**config.mk**
```make
export PLATFORM = sky130hd
export DESIGN_NAME = watch_alarm_bank
export DESIGN_NICKNAME = d
export VERILOG_FILES = /design/src/rtl/watch_alarm_bank.sv
export SDC_FILE = /design/constraint.sdc
export NUM_CORES = 1
export LEC_CHECK = 0
export ABC_AREA = 1
export ABC_CLOCK_PERIOD_IN_PS = 2300
export BUFFER_PORTS_ARGS = -buffer_cell sky130_fd_sc_hd__buf_4
export CAP_MARGIN = 10
export CORE_ASPECT_RATIO = 0.5
export CORE_MARGIN = 2
export CORE_UTILIZATION = 43
export CTS_BUF_LIST = sky130_fd_sc_hd__clkbuf_16
export DETAILED_ROUTE_END_ITERATION = 8
export GPL_ROUTABILITY_DRIVEN = 0
export PLACE_DENSITY = 0.6
export SYNTH_ARGS = -nofsm -noshare
export SYNTH_HDL_FRONTEND = slang
export SYNTH_SLANG_ARGS = --single-unit
```
**constraint.sdc**
```tcl
create_clock -name clk -period 2.3 [get_ports clk]
set_input_delay 0.23 -clock clk [delete_from_list [all_inputs] [get_ports clk]]
set_output_delay 0.23 -clock clk [all_outputs]
set_load 0.02 [all_outputs]
```
**src/rtl/watch_alarm_bank.sv**
```systemverilog
// Purpose: bank of N BCD HH:MM alarms with priority arbitration, pending queue, snooze and auto-silence.
// Latency: min_tick match -> alarm_sound next cycle; button edges and writes take effect on the next edge.
// Backpressure: none; overlapping matches wait in the pending vector and buttons act once per press.
module watch_alarm_bank #(
    parameter int N_ALARMS     = 4,
    parameter int SNOOZE_MIN   = 5,
    parameter int MAX_SNOOZE   = 3,
    parameter int RING_SECONDS = 60,
    parameter int IDXW         = (N_ALARMS > 1) ? $clog2(N_ALARMS) : 1,
    parameter int SCW          = ($clog2(MAX_SNOOZE + 1) > 2) ? $clog2(MAX_SNOOZE + 1) : 2
) (
    input  logic                clk,
    input  logic                rst,
    input  logic                sec_tick,
    input  logic                min_tick,
    input  logic [1:0]          tens_hours_in,
    input  logic [3:0]          units_hours_in,
    input  logic [2:0]          tens_minutes_in,
    input  logic [3:0]          units_minutes_in,
    input  logic                wr_en,
    input  logic [IDXW-1:0]     wr_idx,
    input  logic                wr_enable,
    input  logic [1:0]          wr_tens_hours,
    input  logic [3:0]          wr_units_hours,
    input  logic [2:0]          wr_tens_minutes,
    input  logic [3:0]          wr_units_minutes,
    input  logic                snooze,
    input  logic                dismiss,
    output logic                alarm_sound,
    output logic [IDXW-1:0]     ring_idx,
    output logic [N_ALARMS-1:0] pending,
    output logic [SCW-1:0]      snooze_cnt,
    output logic                wr_err
);

    typedef struct packed {
        logic       armed;
        logic [1:0] th;
        logic [3:0] uh;
        logic [2:0] tm;
        logic [3:0] um;
    } slot_t;

    typedef enum logic [1:0] {
        S_IDLE,
        S_RINGING,
        S_SNOOZED
    } state_t;

    localparam logic [IDXW:0]  IDX_LIM   = (IDXW + 1)'(N_ALARMS);
    localparam logic [7:0]     RING_LAST = 8'(RING_SECONDS - 1);
    localparam logic [5:0]     SNZ_LOAD  = 6'(SNOOZE_MIN);
    localparam logic [SCW-1:0] SNZ_MAX   = SCW'(MAX_SNOOZE);

    slot_t               slots [N_ALARMS];
    state_t              state, state_n;
    logic [IDXW-1:0]     ring_idx_n;
    logic [N_ALARMS-1:0] pending_n;
    logic [SCW-1:0]      snooze_cnt_n;
    logic [7:0]          ring_timer, ring_timer_n;
    logic [5:0]          min_left, min_left_n;
    logic                snooze_q, dismiss_q;
    logic                snooze_p, dismiss_p;
    logic                wr_legal;
    logic [N_ALARMS-1:0] match;
    logic [N_ALARMS-1:0] req;
    logic [N_ALARMS-1:0] ring_oh;
    logic [N_ALARMS-1:0] low_oh;
    logic [IDXW-1:0]     low_idx;
    slot_t               wr_slot;

    assign snooze_p  = snooze & ~snooze_q;
    assign dismiss_p = dismiss & ~dismiss_q;

    // Hours 20..23 need the units digit capped at 3; tens_minutes is 3 bits so 6 and 7 must be rejected.
    assign wr_legal = ({1'b0, wr_idx} < IDX_LIM)
                    && ((wr_tens_hours < 2'd2) ? (wr_units_hours <= 4'd9)
                                               : ((wr_tens_hours == 2'd2) && (wr_units_hours <= 4'd3)))
                    && (wr_tens_minutes <= 3'd5)
                    && (wr_units_minutes <= 4'd9);

    assign wr_slot = '{armed: wr_enable, th: wr_tens_hours, uh: wr_units_hours,
                       tm: wr_tens_minutes, um: wr_units_minutes};

    always_comb begin
        match = '0;
        for (int i = 0; i < N_ALARMS; i++) begin
            match[i] = min_tick && slots[i].armed
                    && (slots[i].th == tens_hours_in)   && (slots[i].uh == units_hours_in)
                    && (slots[i].tm == tens_minutes_in) && (slots[i].um == units_minutes_in);
        end
    end

    assign req     = match | pending;
    assign ring_oh = N_ALARMS'(1) << ring_idx;
    assign low_oh  = N_ALARMS'(1) << low_idx;

    always_comb begin
        low_idx = '0;
        for (int i = N_ALARMS - 1; i >= 0; i--) begin
            if (req[i]) low_idx = IDXW'(i);
        end
    end

    always_comb begin
        state_n      = state;
        ring_idx_n   = ring_idx;
        pending_n    = pending;
        snooze_cnt_n = snooze_cnt;
        ring_timer_n = ring_timer;
        min_left_n   = min_left;
        case (state)
            S_IDLE: begin
                snooze_cnt_n = '0;
                ring_timer_n = '0;
                pending_n    = req & ~low_oh;
                if (|req) begin
                    state_n    = S_RINGING;
                    ring_idx_n = low_idx;
                end
            end
            S_RINGING: begin
                pending_n = pending | (match & ~ring_oh);
                if (dismiss_p) begin
                    state_n = S_IDLE;
                end else if (snooze_p) begin
                    if (snooze_cnt < SNZ_MAX) begin
                        state_n      = S_SNOOZED;
                        snooze_cnt_n = snooze_cnt + 1'b1;
                        min_left_n   = SNZ_LOAD;
                    end else begin
                        state_n = S_IDLE;
                    end
                end else if (sec_tick) begin
                    if (ring_timer == RING_LAST) state_n = S_IDLE;
                    else                         ring_timer_n = ring_timer + 8'd1;
                end
            end
            S_SNOOZED: begin
                pending_n = pending | (match & ~ring_oh);
                if (dismiss_p) begin
                    state_n = S_IDLE;
                end else if (min_tick) begin
                    if (min_left == 6'd1) begin
                        state_n      = S_RINGING;
                        ring_timer_n = '0;
                    end else begin
                        min_left_n = min_left - 6'd1;
                    end
                end
            end
            default: state_n = S_IDLE;
        endcase
    end

    always_ff @(posedge clk) begin
        if (rst) begin
            state       <= S_IDLE;
            ring_idx    <= '0;
            pending     <= '0;
            snooze_cnt  <= '0;
            ring_timer  <= '0;
            min_left    <= '0;
            alarm_sound <= 1'b0;
            wr_err      <= 1'b0;
            snooze_q    <= 1'b0;
            dismiss_q   <= 1'b0;
            for (int i = 0; i < N_ALARMS; i++) slots[i] <= '0;
        end else begin
            state       <= state_n;
            ring_idx    <= ring_idx_n;
            pending     <= pending_n;
            snooze_cnt  <= snooze_cnt_n;
            ring_timer  <= ring_timer_n;
            min_left    <= min_left_n;
            alarm_sound <= (state_n == S_RINGING);
            wr_err      <= wr_en & ~wr_legal;
            snooze_q    <= snooze;
            dismiss_q   <= dismiss;
            // Match above used the old slot contents, so a same-cycle write only affects later ticks.
            if (wr_en && wr_legal) slots[wr_idx] <= wr_slot;
        end
    end

endmodule

```
==> flow_metrics.tcl, run 1 <==
set metrics [dict create \
    tightest_slew_ns 0.3683 \
    ctsHoldBuffers 0 \
    wire_per_inst_um 13.35 \
    track_usage 0.2012 \
    end_kind "flip-flop" \
    async_flop_share 0 \
    cts.clk_slew.worst_paths_ns 0.06 \
    yosysMostFrequentCell "nand2_1" \
    finish.utilization 0.5168 \
    num_io_pins 46 \
    skew_ns 0.006144 \
    outcome "finished, final reports clean" \
    rsz0062_at_grt "false" \
    start_kind "flip-flop" \
    dr.first_iter.drc_count 238 \
    die_h_um 78.62 \
    synth_cell_types 36 \
    die_w_um 153.2 \
    min_path_cells 3 \
    crit_fanout 7 \
    fmax_mhz 537.7 \
    area_growth_syn_to_layout_pct 17.77 \
    cts_tree "done" \
    fin_tns_setup_ns 0 \
    firstDrtPassIters 4 \
    io_buffer_count 45 \
    overflow 0 \
    pre_cts_slack_ns 0.1921 \
    antenna_found_initial 0 \
    post-cts-setup-buffers 0 \
    drt-vias-per-instance 4.737 \
    rows 27 \
    synth_area_mm2 0.004788 \
    r2r_start "state[0]$_SDFF_PP0_" \
    fin_nets 768 \
    ir_drop_mv 0.3458 \
    route.vias.total 4140 \
    root_buffer "clkbuf_16" \
    period_share 0.8086 \
    p_sw_mw 0.8571 \
    critPathArrivalTime_ns 2.09 \
    yosys_warnings 0 \
    fp.dieArea_mm2 0.01205 \
    clkSinkCount 84 \
    drv_slew 0 \
    path_class "flip-flop to flip-flop" \
    ys_ff_latch 84 \
    drive_gt1_frac 0.1372 \
    grt_first_pass_wirelength_mm 18.55 \
    cts_buffers 9 \
    clk_latency_ns 0.34 \
    h-tree-depth 3 \
    grt_max_degree 23 \
    seq_area_frac_synth 0.4683 \
    synth_top_cells_by_count "nand2_1 (223), inv_1 (110), nor2_1 (107)" \
    synth_top_cell_by_area "edfxtp_1" \
    worst_slack_ns 0.4402 \
    ant_nets 0 \
    clock_path_buffers 2 \
    critPathRequiredTime_ns 2.53 \
    synth_nets 707 \
    core-area_mm2 0.01091 \
    slew_headroom 0.7542 \
    hold_viol 0 \
    p_clk_frac 0.407 \
    drcViolationCount 0 \
    synthTopCellsByArea "edfxtp_1 (35%), nand2_1 (17%), dfxtp_1 (12%), inv_1 (8.6%), nor2_1 (8.4%)" \
    grt_pass1_vias 3723 \
    syn_avg_cell_area_um2 7.222 \
    ys.flop_type "edfxtp_1" \
    drv_cap 0 \
    wirelength_mm 11.67 \
    initial_utilization 0.4388 \
    num_antenna_cells 0 \
    reg2reg_setup_slack_ns 0.44 \
    comb_power_share 0.103 \
    min_period_ns 1.860 \
    hold_path_class "input port to flip-flop" \
    place_hpwl_mm 8.788 \
    r2r-end "ring_timer[5]$_SDFFE_PP0P_" \
    switching_share 0.2454 \
    power_leakage_nw 2.827 \
    cts_resized 0 \
    yosys.area.top_type_share 0.3512 \
    setup_viol 0 \
    min_to "snooze_q$_SDFF_PP0_" \
    netlist_instances 663 \
    synth_edf_count 56 \
    hp-start "snooze" \
    intPower_mw 2.635 \
    p_seq_frac 0.489 \
    r2r_cells 11 \
    power.density_mw_per_mm2 619.2 \
]
-- cells by family after synthesis --
kind of cell,count (synthesis),synth area share
and+or+nand+nor,393,0.3428
buffers and inverters,126,0.1019
xor gates and xnor gates,7,0.01280
AOI/OAI and AO/OA,45,0.05331
DFF,84,0.4683
adders and majority gates,8,0.02090
-- registers in the layout, indices dropped and copies added (netlist names) --
signal	flops
state	2
snooze_q	1
dismiss_q	1
ring_timer	8
slots	56
snooze_cnt	2
alarm_sound	1
min_left	6
pending	4
wr_err	1
ring_idx	2
-- cells in the final DEF (no fill, tap or decap), types with 2 or more instances in the layout --
master      Yosys  final
nand2_1       223    223
inv_1         110    113
nor2_1        107    107
buf_4           0     56
edfxtp_1       56     56
dfxtp_1        28     28
a21oi_1        20     20
nand3_1        16     16
nor2_2         13     13
nor3_1         13     13
o21ai_0        12     12
inv_2          10     10
nand4_1        10     10
clkbuf_16       0      9
ha_1            8      8
xnor2_1         6      6
o21bai_1        3      3
o21ai_1         2      2
nand2_4         2      2
o22ai_1         2      2
and3_1          2      2
clkinvlp_4      0      2
-- per-stage QoR --
| step | hold slack (ns) | cells | cell area (um^2) | total power [mW] |
|---|---|---|---|---|
| after global placement | 0.4410 | 858 | 5353 | 2.097 |
| final | 0.1090 | 874 | 5639 | 3.492 |
| after detailed placement | 0.4592 | 858 | 5353 | 2.103 |
| after global routing | 0.1172 | 874 | 5639 | 3.625 |
| after floorplan | 0.3370 | 663 | 4788 | 1.944 |
| after CTS | 0.1039 | 874 | 5639 | 3.517 |
-- power groups by stage --
stage | clock network, mW | logic, mW | registers (mW)
2_1_floorplan | 0 | 0.210 | 1.73
3_3_place_gp | 0 | 0.358 | 1.74
3_5_place_dp | 0 | 0.361 | 1.74
4_1_cts | 1.44 | 0.364 | 1.71
5_1_grt | 1.50 | 0.408 | 1.72
6_report | 1.42 | 0.361 | 1.71
-- worst max-delay path by stage --
stage,from,end,slack (ns),cells past startpoint
finish,state[0]$_SDFF_PP0_,ring_timer[5]$_SDFFE_PP0P_,0.44,11
global route,state[1]$_SDFF_PP0_,min_left[5]$_SDFFE_PP0P_,0.23,8
CTS,state[0]$_SDFF_PP0_,ring_timer[5]$_SDFFE_PP0P_,0.43,11
detailed placement,wr_units_hours[3],slots[0][8]$_SDFFCE_PN0P_,0.19,11
global placement,wr_units_hours[3],slots[0][5]$_SDFFCE_PN0P_,0.28,9
floorplan,rst,slots[3][0]$_DFFE_PP_,0.32,4
-- layout make-up --
type | instances | area [um^2]
sequential | 84 | 2242
tap | 145 | 181.4
fill | 1070 | 5273
clock buffer | 9 | 225.2
clock inverter | 7 | 61.31
inverter | 120 | 450.4
timing repair buffer | 56 | 420.4
multi-input combinational | 453 | 2058
-- layer usage --
layer	vias to the layer above	share of wire	track usage
li1	2175	-	-
met1	1863	0.48	0.2695
met2	91	0.45	0.3308
met3	11	0.060	0.04914
met4	0	0.0093	0.04907
met5	-	0	0
-- worst max-delay path: stages, from the launching register on --
cell and delay [ns]:
dfxtp_1 0.36, inv_1 0.10, ha_1 0.25, inv_2 0.12, nor2_1 0.06, nor3_1 0.16
nand2_1 0.09, inv_1 0.09, nand2_2 0.10, nor2_1 0.20, and3_1 0.19, nor3_1 0.04
(Power assumes the default switching activity.)
==> inputs of run 2 (changes only) <==
ABC_AREA = 0   (was 1)
ABC_CLOCK_PERIOD_IN_PS = 1600   (was 2300)
PLACE_DENSITY = 0.63   (was 0.6)
clock period = 1.6 ns   (was 2.3 ns; I/O delays follow)
==> flow_metrics.tcl, run 2 <==
set metrics [dict create \
    initial_utilization 0.4446 \
    firstDrtPassIters 4 \
    drt-vias-per-instance 5.071 \
    cp-startpoint "slots[2][6]$_SDFFCE_PN0P_" \
    finalNonFillerCells 631 \
    yosysMostFrequentCell "and2_1" \
    seq_area_mm2 0.002248 \
    final_area_mm2 0.005788 \
    critPathRequiredTime_ns 1.83 \
    drv_cap 0 \
    synth_cell_types 49 \
    grt_max_degree 19 \
    rows 25 \
    synth_edf_count 56 \
    fp.dieArea_mm2 0.01069 \
    largest_register_ffs 56 \
    p_total_mw 5.449 \
    seq_area_frac_synth 0.5303 \
    grt_first_pass_wirelength_mm 16.66 \
    syn_avg_cell_area_um2 11.16 \
    io_buffer_count 45 \
    top_regs "slots x56, ring_timer x8, min_left x6" \
    multi_input_area_mm2 0.002081 \
    route.vias.total 3200 \
    hold_viol 0 \
    synthTopCellsByArea "edfxtp_1 (40%), dfxtp_1 (13%), and2_1 (8.4%), xnor2_1 (8.3%), xor2_1 (4.8%)" \
    die_h_um 74.12 \
    cts.clk_slew.worst_paths_ns 0.06 \
    postPlaceCellArea_mm2 0.005211 \
    power_leakage_nw 2.263 \
    h-tree-depth 3 \
    root_buffer "clkbuf_16" \
    synth_top_cell_by_area "edfxtp_1" \
    place_inst 610 \
    dr.first_iter.drc_count 267 \
    clk_latency_ns 0.34 \
    drive_gt1_frac 0.3448 \
    async_flop_share 0 \
    rsz0062_at_grt "true" \
    ant_nets 0 \
    fin_nets 535 \
    final_cell_mix "buf_4 (109), and2_1 (57), edfxtp_1 (56)" \
    die_w_um 144.2 \
    worst_slack_ns -0.1853 \
    end_kind "flip-flop" \
    ir_drop_mv 0.5737 \
    holdWs_ns 0.05023 \
    tightest_slew_ns 0.4594 \
    r2r_cells 7 \
    synth_nets 423 \
    overflow 0 \
    synth_top_cells_by_count "and2_1 (57), edfxtp_1 (56), xnor2_1 (40)" \
    wirelength_mm 11.01 \
    cts_tree "done" \
    ys.flop_type "edfxtp_1" \
    ctsHoldBuffers 0 \
    cts_buffers 9 \
    path_class "flip-flop to flip-flop" \
    r2r-end "ring_idx[1]$_SDFFE_PP0P_" \
    drv_slew 0 \
    clkSinkCount 84 \
    skew_ns 0.005905 \
    min_period_ns 1.785 \
    r2r_start "slots[2][6]$_SDFFCE_PN0P_" \
    failed_checks "negative setup slack" \
    place_hpwl_mm 7.919 \
    num_antenna_cells 0 \
    critPathArrivalTime_ns 2.01 \
    yosys.area.top_type_share 0.3978 \
    regMostFlops "slots" \
    slew_headroom 0.6931 \
    outcome "finished, violations left" \
    yosys_warnings 0 \
    grt_pass1_vias 3179 \
    area_growth_syn_to_layout_pct 36.90 \
    netlist_instances 379 \
    core-area_mm2 0.009509 \
    antenna_found_initial 0 \
    synth_area_mm2 0.004228 \
    setup_viol 13 \
    final_common_cell "buf_4" \
    period_share 1.116 \
    power.density_mw_per_mm2 941.5 \
    drcViolationCount 0 \
    wire_per_inst_um 17.45 \
    reg2reg_setup_slack_ns -0.19 \
    cp-endpoint "ring_idx[1]$_SDFFE_PP0P_" \
    track_usage 0.2107 \
    fmax_mhz 560.1 \
    fillers 788 \
    hold_path_class "input port to flip-flop" \
    clock_path_buffers 2 \
    crit_fanout 3 \
    num_io_pins 46 \
    start_kind "flip-flop" \
    ys_ff_latch 84 \
]
## run 2: cell count changes after synthesis, sizes merged, moves of 10 or more
cell,change
a21oi,-14
and2,+57
clkbuf,+10
inv,-106
nand2,-209
nor2,-100
xnor2,+34
xor2,+22
## run 2: worst min-delay path by stage
stage,from,to,depth (start not counted)
6_report,dismiss,dismiss_q$_SDFF_PP0_,2
5_1_grt,dismiss,dismiss_q$_SDFF_PP0_,2
4_1_cts,dismiss,dismiss_q$_SDFF_PP0_,2
3_5_place_dp,dismiss,dismiss_q$_SDFF_PP0_,2
3_3_place_gp,dismiss,dismiss_q$_SDFF_PP0_,2
2_1_floorplan,dismiss,dismiss_q$_SDFF_PP0_,1
## run 2: cells by family after synthesis
| family | share of synthesized area |
|---|---|
| simple gates | 0.2101 |
| flops | 0.5303 |
| xor+xnor | 0.1305 |
| compound gates | 0.07606 |
| buf+inv | 0.02693 |
| fa+ha+maj | 0.02368 |
| mux | 0.002368 |
## run 2: routing by layer
metal	vias up	track usage	part of all wire
li1	1566	-	-
met1	1558	0.2811	0.46
met3	6	0.04443	0.051
met5	-	0	0
met4	0	0.05825	0.0090
met2	70	0.3566	0.49
## run 2: through the flow
stage | setup slack, ns | setup TNS (ns) | util
floorplan | -0.03937 | -0.6279 | -
CTS | -0.2207 | -1.725 | 0.6007
global route | -0.3267 | -3.434 | 0.6087
detailed placement | -0.3808 | -24.04 | 0.5480
finish | -0.1853 | -1.523 | 0.6087
global placement | -0.2663 | -19.34 | 0.5480
## run 2: critical path, stage by stage (launching register included)
cell      delay, ns
edfxtp_1       0.38
xnor2_1        0.14
nand4_1        0.13
nor4_1         0.06
buf_4          0.14
or4_4          0.52
a21o_1         0.20
o211a_1        0.11
## run 2: power by group
group / switching [mW] / total [mW] / internal (mW)
Sequential: 0.0381 / 2.44 / 2.40
Combinational: 0.233 / 0.465 / 0.232
Clock: 0.863 / 2.54 / 1.68
## run 2: what timing repair did
action                                  4_1_cts  5_1_grt
pin swaps                                    15        9
gates cloned                                  0        1
gates resized for setup                      23       15
buffers inserted                              3        1
endpoints found under the setup margin       22       54
## run 2: final cells by class
type	count	area share
flip-flops and latches	84	0.3885
multi-input cells	269	0.3595
repair buffers	113	0.1507
clock buffers	9	0.03891
well taps	135	0.02918
clock inverters	7	0.02378
inverters	14	0.009511
==> inputs of run 3 (changes only) <==
SKIP_LAST_GASP = 1   (was default)
==> flow_metrics.tcl, run 3 (synthesis gave the netlist of run 2 again) <==
set metrics [dict create \
    outcome "finished, violations left" \
    failed_checks "negative setup slack" \
    wire_per_inst_um 17.34 \
    final_cell_mix "buf_4 (110), and2_1 (57), edfxtp_1 (56)" \
    cts.clk_slew.worst_paths_ns 0.06 \
    fp.dieArea_mm2 0.01069 \
    clock_path_buffers 2 \
    die_w_um 144.2 \
    hold_path_class "input port to flip-flop" \
    hold_viol 0 \
    postPlaceCellArea_mm2 0.005211 \
    critPathArrivalTime_ns 2.02 \
    place_inst 610 \
    setup_viol 14 \
    num_antenna_cells 0 \
    seq_area_mm2 0.002246 \
    drive_gt1_frac 0.3367 \
    initial_utilization 0.4446 \
    drt-vias-per-instance 5.087 \
    cts_tree "done" \
    crit_fanout 3 \
    grt_pass1_vias 3180 \
    grt_first_pass_wirelength_mm 16.64 \
    wirelength_mm 10.94 \
    worst_slack_ns -0.1865 \
    drv_slew 0 \
    antenna_found_initial 0 \
    slew_headroom 0.6933 \
    largest_register_ffs 56 \
    min_path_cells 2 \
    place_hpwl_mm 7.919 \
    io_buffer_count 45 \
    fmax_mhz 559.8 \
    regMostFlops "slots" \
    finish.utilization 0.6055 \
    slowest_delay_ns 0.52 \
    path_class "flip-flop to flip-flop" \
    power_leakage_nw 2.250 \
    drv_cap 0 \
    p_total_mw 5.448 \
    final_common_cell "buf_4" \
    tightest_slew_ns 0.4590 \
    area_growth_syn_to_layout_pct 36.19 \
    power.density_mw_per_mm2 946.1 \
    r2r_start "slots[2][6]$_SDFFCE_PN0P_" \
    core-area_mm2 0.009509 \
    num_io_pins 46 \
    track_usage 0.2105 \
    start_kind "flip-flop" \
    reg2reg_setup_slack_ns -0.19 \
    firstDrtPassIters 5 \
    rows 25 \
    period_share 1.117 \
    top_regs "slots x56, ring_timer x8, min_left x6" \
    crit_chain "xnor2_1 > nand4_1 > nor4_1 > buf_4 > or4_4 > a21o_1 > o211a_1" \
    r2r_cells 7 \
    fillers 792 \
    min_to "dismiss_q$_SDFF_PP0_" \
    clkSinkCount 84 \
    end_kind "flip-flop" \
    route.vias.total 3210 \
    rsz0062_at_grt "true" \
    ir_drop_mv 0.5754 \
    finalNonFillerCells 631 \
    hp-start "dismiss" \
    root_buffer "clkbuf_16" \
    grt_max_degree 19 \
    drcViolationCount 0 \
    die_h_um 74.12 \
    cts_buffers 9 \
    clk_latency_ns 0.34 \
    crit_slowest_cell "or4_4" \
    pre_cts_slack_ns -0.3808 \
    skew_ns 0.005191 \
    min_period_ns 1.786 \
    fin_nets 535 \
    overflow 0 \
    h-tree-depth 3 \
    multi_input_area_mm2 0.002057 \
    ant_nets 0 \
    final_area_mm2 0.005758 \
    critPathRequiredTime_ns 1.83 \
    r2r-end "ring_idx[1]$_SDFFE_PP0P_" \
    dr.first_iter.drc_count 286 \
]
## run 3: per-stage QoR
stage	hold WS, ns	TNS (ns)
3_3_place_gp	0.3916	-19.34
2_1_floorplan	0.2882	-0.6279
6_report	0.04942	-1.590
5_1_grt	0.06510	-3.545
3_5_place_dp	0.3958	-24.04
4_1_cts	0.04866	-1.749
## run 3: cell type report
cell class | instances | share of cell area
repair buffers | 113 | 0.1508
inverters | 14 | 0.009561
clock buffers | 9 | 0.03911
clock inverters | 7 | 0.02390
flip-flops and latches | 84 | 0.3900
multi-input cells | 269 | 0.3572
well taps | 135 | 0.02934
## run 3: worst max path at each step
| stage | start | end | slack [ns] | cells after the start |
|---|---|---|---|---|
| final | slots[2][6]$_SDFFCE_PN0P_ | ring_idx[1]$_SDFFE_PP0P_ | -0.19 | 7 |
| after CTS | slots[0][2]$_SDFFCE_PN0P_ | pending[3]$_SDFFE_PP0P_ | -0.22 | 7 |
| after global routing | slots[0][2]$_SDFFCE_PN0P_ | pending[3]$_SDFFE_PP0P_ | -0.33 | 7 |
| after global placement | wr_units_hours[2] | slots[0][10]$_SDFFCE_PN0P_ | -0.27 | 6 |
| after detailed placement | slots[0][1]$_SDFFCE_PN0P_ | pending[0]$_SDFFE_PP0P_ | -0.38 | 6 |
| after floorplan | slots[0][1]$_SDFFCE_PN0P_ | ring_idx[1]$_SDFFE_PP0P_ | -0.04 | 6 |
## run 3: timing repair
item,CTS,global route
pin swaps,15,9
gates resized for setup,22,9
hold buffers,0,0
gates cloned,0,1
setup buffers,3,1
hold endpoints to repair,0,0
setup endpoints to repair,22,54
## run 3: worst max-delay path: cells and delay by family, from the launching register on
kind	cells	cell delay, ns
flops	1	0.38
simple gates	3	0.71
compound gates	2	0.31
xor+xnor	1	0.14
buf+inv	1	0.14
## run 3: report_power, final
| part | internal, mW | switching (mW) | total (mW) | leakage, nW |
|---|---|---|---|---|
| logic | 0.231 | 0.233 | 0.465 | 1.31 |
| clock network | 1.68 | 0.861 | 2.54 | 0.177 |
| registers | 2.40 | 0.0381 | 2.44 | 0.762 |
| total | 4.31 | 1.13 | 5.45 | 2.25 |
## run 3: metal layers
metal,up-vias,wire length [um],track usage
met1,1552,4921,0.2803
met3,12,600,0.04443
li1,1562,-,-
met5,-,0,0
met4,0,137,0.05825
met2,84,5280,0.3566
